File: src/rtl/cpu_pkg.sv
// cpu_pkg: shared definitions for the cpu_top SIMD core.
// Holds the instruction field positions, opcode values, the FSM state enum,
// the lane-width enum and the ALU operation enum used by cpu_top and simd_alu.
package cpu_pkg;

    // Bit positions of the instruction fields (18-bit instruction word)
    localparam int OP_LSB   = 12;   // opcode [17:12]
    localparam int IMRD_LSB = 10;   // immediate-format Rd [11:10]
    localparam int RRD_LSB  = 2;    // register-format Rd [3:2] / MAC Ra
    localparam int MACD_LSB = 4;    // MAC Rd [5:4]

    // Opcodes 0..35 form twelve groups of three (16/8/4-bit lane variants).
    // Group index = opcode / 3, lane select = opcode % 3.
    localparam logic [5:0] OP_LANE_LAST = 6'd35;
    localparam logic [5:0] OP_LOOPJUMP  = 6'd36;
    localparam logic [5:0] OP_SETLOOP   = 6'd37;
    localparam logic [5:0] OP_LOAD      = 6'd38;
    localparam logic [5:0] OP_STORE     = 6'd41;
    localparam logic [5:0] OP_SET       = 6'd44;
    localparam logic [5:0] OP_HALT      = 6'd63;

    localparam logic [3:0] GRP_ADD_RR = 4'd0;
    localparam logic [3:0] GRP_ADD_IM = 4'd1;
    localparam logic [3:0] GRP_SUB_RR = 4'd2;
    localparam logic [3:0] GRP_SUB_IM = 4'd3;
    localparam logic [3:0] GRP_MUL_RR = 4'd4;
    localparam logic [3:0] GRP_MUL_IM = 4'd5;
    localparam logic [3:0] GRP_MAC    = 4'd6;
    localparam logic [3:0] GRP_SHL    = 4'd7;
    localparam logic [3:0] GRP_SHR    = 4'd8;
    localparam logic [3:0] GRP_AND    = 4'd9;
    localparam logic [3:0] GRP_OR     = 4'd10;
    localparam logic [3:0] GRP_NOT    = 4'd11;

    typedef enum logic [1:0] {
        S_FETCH = 2'd0,
        S_EXEC  = 2'd1,
        S_MEM   = 2'd2,
        S_HALT  = 2'd3
    } state_e;

    // Lane view of a 16-bit register: one 16-bit, two 8-bit or four 4-bit lanes
    typedef enum logic [1:0] {
        LANE_H = 2'd0,
        LANE_O = 2'd1,
        LANE_Q = 2'd2
    } lane_e;

    typedef enum logic [3:0] {
        ALU_ADD, ALU_SUB, ALU_MUL, ALU_MAC, ALU_SHL,
        ALU_SHR, ALU_AND, ALU_OR,  ALU_NOT, ALU_PASS
    } alu_op_e;

endpackage

File: src/rtl/cpu_simd_alu.sv
// simd_alu: combinational lane-wise ALU.
// Ports:
//   i_lane    lane width select (16/8/4-bit lanes)
//   i_op      operation
//   i_use_imm when set, operand B is the lane-replicated immediate i_imm
//   i_a, i_b  operands (i_a = Rd or Ra, i_b = Rs or Rb)
//   i_c       accumulator input for MAC (Rd)
//   o_y       result
module simd_alu
    import cpu_pkg::*;
(
    input  lane_e       i_lane,
    input  alu_op_e     i_op,
    input  logic        i_use_imm,
    input  logic [9:0]  i_imm,
    input  logic [15:0] i_a,
    input  logic [15:0] i_b,
    input  logic [15:0] i_c,
    output logic [15:0] o_y
);

    logic [15:0] w_b;
    logic [15:0] w_res;

    // Operates on one zero-extended lane; the caller keeps only the low
    // lane-width bits, which gives modulo-2^w results without any cross-lane
    // carry, borrow or shift bleed.
    function automatic logic [15:0] f_lane(input alu_op_e op,
                                           input logic [15:0] a,
                                           input logic [15:0] b,
                                           input logic [15:0] c);
        logic [15:0] y;
        case (op)
            ALU_ADD:  y = a + b;
            ALU_SUB:  y = a - b;
            ALU_MUL:  y = a * b;
            ALU_MAC:  y = c + a * b;
            ALU_SHL:  y = a << 1;
            ALU_SHR:  y = a >> 1;
            ALU_AND:  y = a & b;
            ALU_OR:   y = a | b;
            ALU_NOT:  y = ~a;
            ALU_PASS: y = b;
            default:  y = a;
        endcase
        return y;
    endfunction

    always_comb begin
        w_b   = i_b;
        w_res = '0;
        o_y   = '0;
        if (i_use_imm) begin
            case (i_lane)
                LANE_O:  w_b = {2{i_imm[7:0]}};
                LANE_Q:  w_b = {4{i_imm[3:0]}};
                default: w_b = {6'b0, i_imm};
            endcase
        end
        case (i_lane)
            LANE_O: begin
                for (int k = 0; k < 2; k++) begin
                    w_res = f_lane(i_op, {8'b0, i_a[k*8 +: 8]}, {8'b0, w_b[k*8 +: 8]},
                                   {8'b0, i_c[k*8 +: 8]});
                    o_y[k*8 +: 8] = w_res[7:0];
                end
            end
            LANE_Q: begin
                for (int k = 0; k < 4; k++) begin
                    w_res = f_lane(i_op, {12'b0, i_a[k*4 +: 4]}, {12'b0, w_b[k*4 +: 4]},
                                   {12'b0, i_c[k*4 +: 4]});
                    o_y[k*4 +: 4] = w_res[3:0];
                end
            end
            default: o_y = f_lane(i_op, i_a, w_b, i_c);
        endcase
    end

endmodule

File: src/rtl/cpu_top.sv
// cpu_top: multi-cycle SIMD core, 3 x 16-bit registers, 10-bit loop counter.
// FETCH -> EXEC -> (MEM ->) FETCH; halt parks the core in HALT until reset.
// Ports:
//   clk              clock, all state updates on the rising edge
//   rst              asynchronous active-low reset
//   instruction_in   instruction word at instruction_addr
//   data_in          data memory read data
//   data_out         store data (registered)
//   instruction_addr program counter (registered)
//   data_addr        data memory address (registered)
//   data_R           memory access enable
//   data_W           write qualifier (write when data_R && data_W)
//   done             high while halted
// The field decode assumes the default widths (IW=18, DW=16, AW=10).
module cpu_top
    import cpu_pkg::*;
#(
    parameter int IW = 18,
    parameter int DW = 16,
    parameter int AW = 10
) (
    input  logic          clk,
    input  logic          rst,
    input  logic [IW-1:0] instruction_in,
    input  logic [DW-1:0] data_in,
    output logic [DW-1:0] data_out,
    output logic [AW-1:0] instruction_addr,
    output logic [AW-1:0] data_addr,
    output logic          data_R,
    output logic          data_W,
    output logic          done
);

    state_e      r_state, w_state_nxt;
    logic [9:0]  r_pc, r_lc;
    logic [17:0] r_ir;
    logic [15:0] r_rf [0:2];
    logic [15:0] r_data_out;
    logic [9:0]  r_data_addr;
    logic        r_data_R, r_data_W;

    logic [5:0]  w_op;
    logic [3:0]  w_grp;
    logic [1:0]  w_lsel, w_set_sel;
    logic [1:0]  w_im_d, w_rr_d, w_rr_s, w_mac_d;
    logic [9:0]  w_imm;
    logic [15:0] w_rv [0:3];
    alu_op_e     w_alu_op;
    lane_e       w_lane;
    logic        w_use_imm, w_wr_en, w_is_mem, w_is_store, w_is_halt;
    logic [1:0]  w_wr_idx;
    logic [15:0] w_a, w_b, w_c, w_alu_y;
    logic [9:0]  w_pc_nxt, w_lc_nxt;

    // Register index 3 reads as zero
    assign w_rv[0] = r_rf[0];
    assign w_rv[1] = r_rf[1];
    assign w_rv[2] = r_rf[2];
    assign w_rv[3] = '0;

    assign w_op      = r_ir[17:OP_LSB];
    assign w_grp     = 4'(w_op / 6'd3);
    assign w_lsel    = 2'(w_op % 6'd3);
    assign w_set_sel = 2'(w_op - OP_SET);
    assign w_im_d    = r_ir[IMRD_LSB +: 2];
    assign w_imm     = r_ir[9:0];
    assign w_rr_d    = r_ir[RRD_LSB +: 2];
    assign w_rr_s    = r_ir[1:0];
    assign w_mac_d   = r_ir[MACD_LSB +: 2];

    always_comb begin
        w_alu_op   = ALU_PASS;
        w_lane     = LANE_H;
        w_use_imm  = 1'b0;
        w_a        = '0;
        w_b        = '0;
        w_c        = '0;
        w_wr_en    = 1'b0;
        w_wr_idx   = w_im_d;
        w_is_mem   = 1'b0;
        w_is_store = 1'b0;
        w_is_halt  = 1'b0;
        w_pc_nxt   = r_pc + 10'd1;
        w_lc_nxt   = r_lc;
        if (w_op <= OP_LANE_LAST) begin
            w_lane   = lane_e'(w_lsel);
            w_wr_en  = 1'b1;
            w_wr_idx = w_rr_d;
            w_a      = w_rv[w_rr_d];
            w_b      = w_rv[w_rr_s];
            case (w_grp)
                GRP_ADD_RR: w_alu_op = ALU_ADD;
                GRP_ADD_IM: begin w_alu_op = ALU_ADD; w_use_imm = 1'b1; end
                GRP_SUB_RR: w_alu_op = ALU_SUB;
                GRP_SUB_IM: begin w_alu_op = ALU_SUB; w_use_imm = 1'b1; end
                GRP_MUL_RR: w_alu_op = ALU_MUL;
                GRP_MUL_IM: begin w_alu_op = ALU_MUL; w_use_imm = 1'b1; end
                GRP_MAC:    w_alu_op = ALU_MAC;
                GRP_SHL:    w_alu_op = ALU_SHL;
                GRP_SHR:    w_alu_op = ALU_SHR;
                GRP_AND:    w_alu_op = ALU_AND;
                GRP_OR:     w_alu_op = ALU_OR;
                default:    w_alu_op = ALU_NOT;
            endcase
            // Immediate forms take Rd from [11:10]; shift/not and MAC move Rd too
            if (w_use_imm) begin
                w_wr_idx = w_im_d;
                w_a      = w_rv[w_im_d];
            end else if (w_grp == GRP_MAC) begin
                w_wr_idx = w_mac_d;
                w_c      = w_rv[w_mac_d];
                w_a      = w_rv[w_rr_d];
            end else if (w_grp == GRP_SHL || w_grp == GRP_SHR || w_grp == GRP_NOT) begin
                w_wr_idx = w_rr_s;
                w_a      = w_rv[w_rr_s];
            end
        end else begin
            case (w_op)
                OP_LOOPJUMP: begin
                    if (r_lc != '0) begin
                        w_lc_nxt = r_lc - 10'd1;
                        w_pc_nxt = w_imm;
                    end
                end
                OP_SETLOOP: w_lc_nxt = w_imm;
                6'd38, 6'd39, 6'd40: w_is_mem = 1'b1;
                6'd41, 6'd42, 6'd43: begin w_is_mem = 1'b1; w_is_store = 1'b1; end
                6'd44, 6'd45, 6'd46: begin
                    w_lane    = lane_e'(w_set_sel);
                    w_use_imm = 1'b1;
                    w_wr_en   = 1'b1;
                end
                OP_HALT: w_is_halt = 1'b1;
                default: ;
            endcase
        end
    end

    simd_alu u_alu (
        .i_lane    (w_lane),
        .i_op      (w_alu_op),
        .i_use_imm (w_use_imm),
        .i_imm     (w_imm),
        .i_a       (w_a),
        .i_b       (w_b),
        .i_c       (w_c),
        .o_y       (w_alu_y)
    );

    always_ff @(posedge clk or negedge rst) begin
        if (!rst) r_state <= S_FETCH;
        else      r_state <= w_state_nxt;
    end

    always_comb begin
        w_state_nxt = r_state;
        case (r_state)
            S_FETCH: w_state_nxt = S_EXEC;
            S_EXEC: begin
                if (w_is_halt)     w_state_nxt = S_HALT;
                else if (w_is_mem) w_state_nxt = S_MEM;
                else               w_state_nxt = S_FETCH;
            end
            S_MEM:   w_state_nxt = S_FETCH;
            default: w_state_nxt = S_HALT;
        endcase
    end

    always_ff @(posedge clk or negedge rst) begin
        if (!rst) begin
            r_pc        <= '0;
            r_lc        <= '0;
            r_ir        <= '0;
            r_data_out  <= '0;
            r_data_addr <= '0;
            r_data_R    <= 1'b0;
            r_data_W    <= 1'b0;
            for (int i = 0; i < 3; i++) r_rf[i] <= '0;
        end else begin
            case (r_state)
                S_FETCH: r_ir <= instruction_in;
                S_EXEC: begin
                    if (w_is_mem) begin
                        r_data_addr <= w_imm;
                        r_data_R    <= 1'b1;
                        r_data_W    <= w_is_store;
                        r_data_out  <= w_rv[w_im_d];
                    end else if (!w_is_halt) begin
                        for (int i = 0; i < 3; i++)
                            if (w_wr_en && w_wr_idx == 2'(i)) r_rf[i] <= w_alu_y;
                        r_pc <= w_pc_nxt;
                        r_lc <= w_lc_nxt;
                    end
                end
                S_MEM: begin
                    // Only loads and stores reach MEM, so !data_W means load
                    for (int i = 0; i < 3; i++)
                        if (!r_data_W && w_im_d == 2'(i)) r_rf[i] <= data_in;
                    r_data_R <= 1'b0;
                    r_data_W <= 1'b0;
                    r_pc     <= r_pc + 10'd1;
                end
                default: ;
            endcase
        end
    end

    assign instruction_addr = r_pc;
    assign data_addr        = r_data_addr;
    assign data_out         = r_data_out;
    assign data_R           = r_data_R;
    assign data_W           = r_data_W;
    assign done             = (r_state == S_HALT);

endmodule

File: config.mk
export PLATFORM = sky130hd
export DESIGN_NAME = cpu_top
export DESIGN_NICKNAME = d
export VERILOG_FILES = /design/src/rtl/cpu_pkg.sv /design/src/rtl/cpu_simd_alu.sv /design/src/rtl/cpu_top.sv
export SDC_FILE = /design/constraint.sdc
export NUM_CORES = 1
export LEC_CHECK = 0
export BUFFER_PORTS_ARGS = -buffer_cell sky130_fd_sc_hd__clkbuf_2
export CORE_MARGIN = 3
export CORE_UTILIZATION = 42
export DETAILED_ROUTE_END_ITERATION = 16
export PLACE_DENSITY_LB_ADDON = 0.05
export SETUP_SLACK_MARGIN = 0.4
export SYNTH_ARGS = -nofsm -noshare
export SYNTH_HDL_FRONTEND = slang
export SYNTH_SLANG_ARGS = --single-unit
File: constraint.sdc
create_clock -name clk -period 33.9 [get_ports clk]
set_input_delay 6.78 -clock clk [delete_from_list [all_inputs] [get_ports clk]]
set_output_delay 6.78 -clock clk [all_outputs]
set_load 0.1 [all_outputs]
==> results by group <==
Run status
  • Outcome: complete, no violations

Placement
  • Placed cell count: between 2000 and 3000
  • DPL Wire Length: roughly 54000 µm
  • PortBufs: 74
  • RD Place Congestion: around 0.97

Floorplan
  • Die Ht: ~220 µm
  • Core region area: about 0.043 mm²
  • FP Rows: 76
  • DIE AREA: around 0.046 mm²
  • Starting Density: 0.426
  • Chip width: 216 µm
  • IO Pins: 75

Timing
  • RSZ-0062 raised after global routing: false
  • Setup TNS: 0 ns
  • Fin Hold WS: ~0.5 ns
  • Post-layout min period: 13.10 ns
  • Slew margin rel.: 0.251
  • Highest clock rate: about 76 MHz
  • Worst-margin pin slew: about 1.1 ns
  • Final Hold Viols: 0
  • Fin crit share: 0.386
  • Final setup viols: 0
  • Slew Limit Fails: 0
  • Final Skew: around 0.01 ns

Run
  • Max-cap viol count: 0

Finish
  • Most frequent cells in the layout: 281 x nor2_1, 240 x inv_1, 188 x nand2_1
  • # nets final: 2661
  • Layout cells sized above 1: 0.117
  • Final std cells w/o fill: between 2000 and 3000
  • Sequential cell area: 0.00290 mm²
  • Synth-to-Final Area Change: 9.18%
  • Multi-input gate area: ~0.014 mm²
  • # fillers: 4402
  • Antenna diodes: 0
  • Most common cell after layout, fill and taps aside: nor2_1

Critical path
  • WP data arrival: around 13 ns
  • Critical path origin: r_ir[17]$_DFFE_PN0P_
  • Cell mode on critical path: ha_1
  • Critical R2R Launch: r_ir[17]$_DFFE_PN0P_
  • Crit path max fanout: 27
  • WS Path Type: reg2reg
  • Startpoint Class: flip-flop
  • Worst path slowest cell: a2111oi_0
  • Slowest stage delay, CP: around 0.95 ns
  • CP required: 34.15 ns
  • CP Capture Type: flip-flop

GRT
  • Number of global-route vias before repair: approximately 18000
  • Initial antenna violation count: 0
  • Total GRT Usage: 0.311
  • Grt total ovfl: 0
  • Largest net degree at the start of global routing: 66
  • First-pass GRT wire length: ~110000 µm

Drt
  • Routed Wire Length: around 73000 µm
  • Final ANT Viol Nets: 0
  • WL/cell: between 20 and 25 µm
  • DR DRC count: 0
  • Vias: between 15000 and 20000
  • Via density: between 6 and 7
  • DRT Pass-1 Iters: 6
  • Detailed Route Iter0 Violations: between 1500 and 2000

Clock network
  • CTS max path bufs: 2
  • Clk sinks: ~120
  • Post-CTS setup buffers: 0
  • Worst-skew pair later-pin latency: ~0.43 ns
  • CTS H-Tree Depth: 4
  • Total CTS buffers: 17
  • Clk slew on worst S/H paths: approximately 0.060 ns
  • CTS root buf: clkbuf_16
  • Hold_buf cts: 0
  • CTS tree: built
  • Post-CTS Resized: 0

Worst hold path
  • Hold_sp: data_out[2]$_DFFE_PN0P_
  • Hold Path Class: reg2reg

Yosys
  • Synth cell types: 83
  • Ys Warns: 0
  • Mapped cell area: ~0.018 mm²
  • FF+latch count, synth: about 120
  • Ys async rst share: 1.00
  • Post-synth EDFFs: 0
  • Syn nets: between 2000 and 3000
  • Synth Flop Type: dfrtp_1
  • Post-synthesis cell count: 2323
  • Seq/Total Area, Yosys: 0.157
  • Synth Area per Inst: about 8 µm²
==> cells by family after synthesis <==
kind of cell | count (synthesis) | synth area share
and+or+nand+nor | 661 | 0.158
xor gates and xnor gates | 160 | 0.0820
AOI/OAI and AO/OA | 569 | 0.197
muxes | 152 | 0.0876
adders and majority gates | 283 | 0.238
buffers and inverters | 382 | 0.0801
DFF | 116 | 0.157
==> metrics by stage <==
| stage | area, µm² | utilization | setup WS [ns] |
|---|---|---|---|
| 4_1_cts | 20100 | 0.465 | 20.96 |
| 3_5_place_dp | 19500 | 0.451 | 21.05 |
| 3_3_place_gp | 19500 | 0.451 | 21.37 |
| 5_1_grt | 20100 | 0.465 | 19.71 |
| 6_report | 20100 | 0.465 | 20.80 |
| 2_1_floorplan | 18400 | - | 23.04 |
==> per-layer routing <==
metal / vias up / routed length (µm) / global-route usage
li1: 8025 / - / -
met1: 8693 / 30400 / 0.419
met2: 871 / 32700 / 0.498
met3: 202 / 6140 / 0.0467
met4: 0 / 3390 / 0.135
met5: - / 0 / 0
==> flip-flops by register name (all words and copies together) (netlist names) <==
| signal | count |
|---|---|
| instruction_addr | 10 |
| data_out | 16 |
| data_W | 1 |
| data_R | 1 |
| data_addr | 10 |
| r_ir | 18 |
| r_lc | 10 |
| r_state | 2 |
| r_rf | 48 |
==> critical path: cells and delay by family, from the launching register on <==
kind,cells,cell delay (ns)
compound gates,19,4.65
xor+xnor,1,0.29
fa+ha+maj,11,4.25
buf+inv,9,1.22
flops,1,0.94
mux,1,0.16
simple gates,8,1.40
==> worst paths after layout <==
path                       slack, ns                  endpoint  cells after the start
max reg2reg                    20.80      r_rf[44]$_DFFE_PN0P_                     49
min in group asynchronous       6.41  data_out[13]$_DFFE_PN0P_                      1
min                             0.49   data_out[2]$_DFFE_PN0P_                      2
max                            20.80      r_rf[44]$_DFFE_PN0P_                     49
min reg2reg                     0.49   data_out[2]$_DFFE_PN0P_                      2
max in group asynchronous      26.15       r_lc[0]$_DFFE_PN0P_                      2
==> synth_stat cells, types with 21 or more instances <==
cell,count,area [µm²]
nand3_1,31,155
a221oi_1,24,210
o21ai_0,151,756
xnor2_1,112,981
inv_1,240,901
ha_1,171,2140
nor2b_1,27,169
a31oi_1,24,150
a21o_1,21,158
mux2i_1,77,771
nor2_1,283,1060
dfrtp_1,116,2900
nand2_1,188,706
mux2_2,75,845
a21oi_1,157,786
nor3_1,39,195
xor2_1,40,350
clkbuf_1,107,402
o22ai_1,21,131
fa_1,112,2240
==> cell type report <==
| cell class | instances | share of cell area |
|---|---|---|
| well taps | 585 | 0.0364 |
| clock inverters | 13 | 0.00976 |
| repair buffers | 136 | 0.0416 |
| flip-flops and latches | 116 | 0.144 |
| inverters | 246 | 0.0459 |
| multi-input cells | 1825 | 0.700 |
| clock buffers | 19 | 0.0220 |
Power is not shown: default switching activity piles up to over one toggle a cycle in this logic, so the estimate is an artifact.
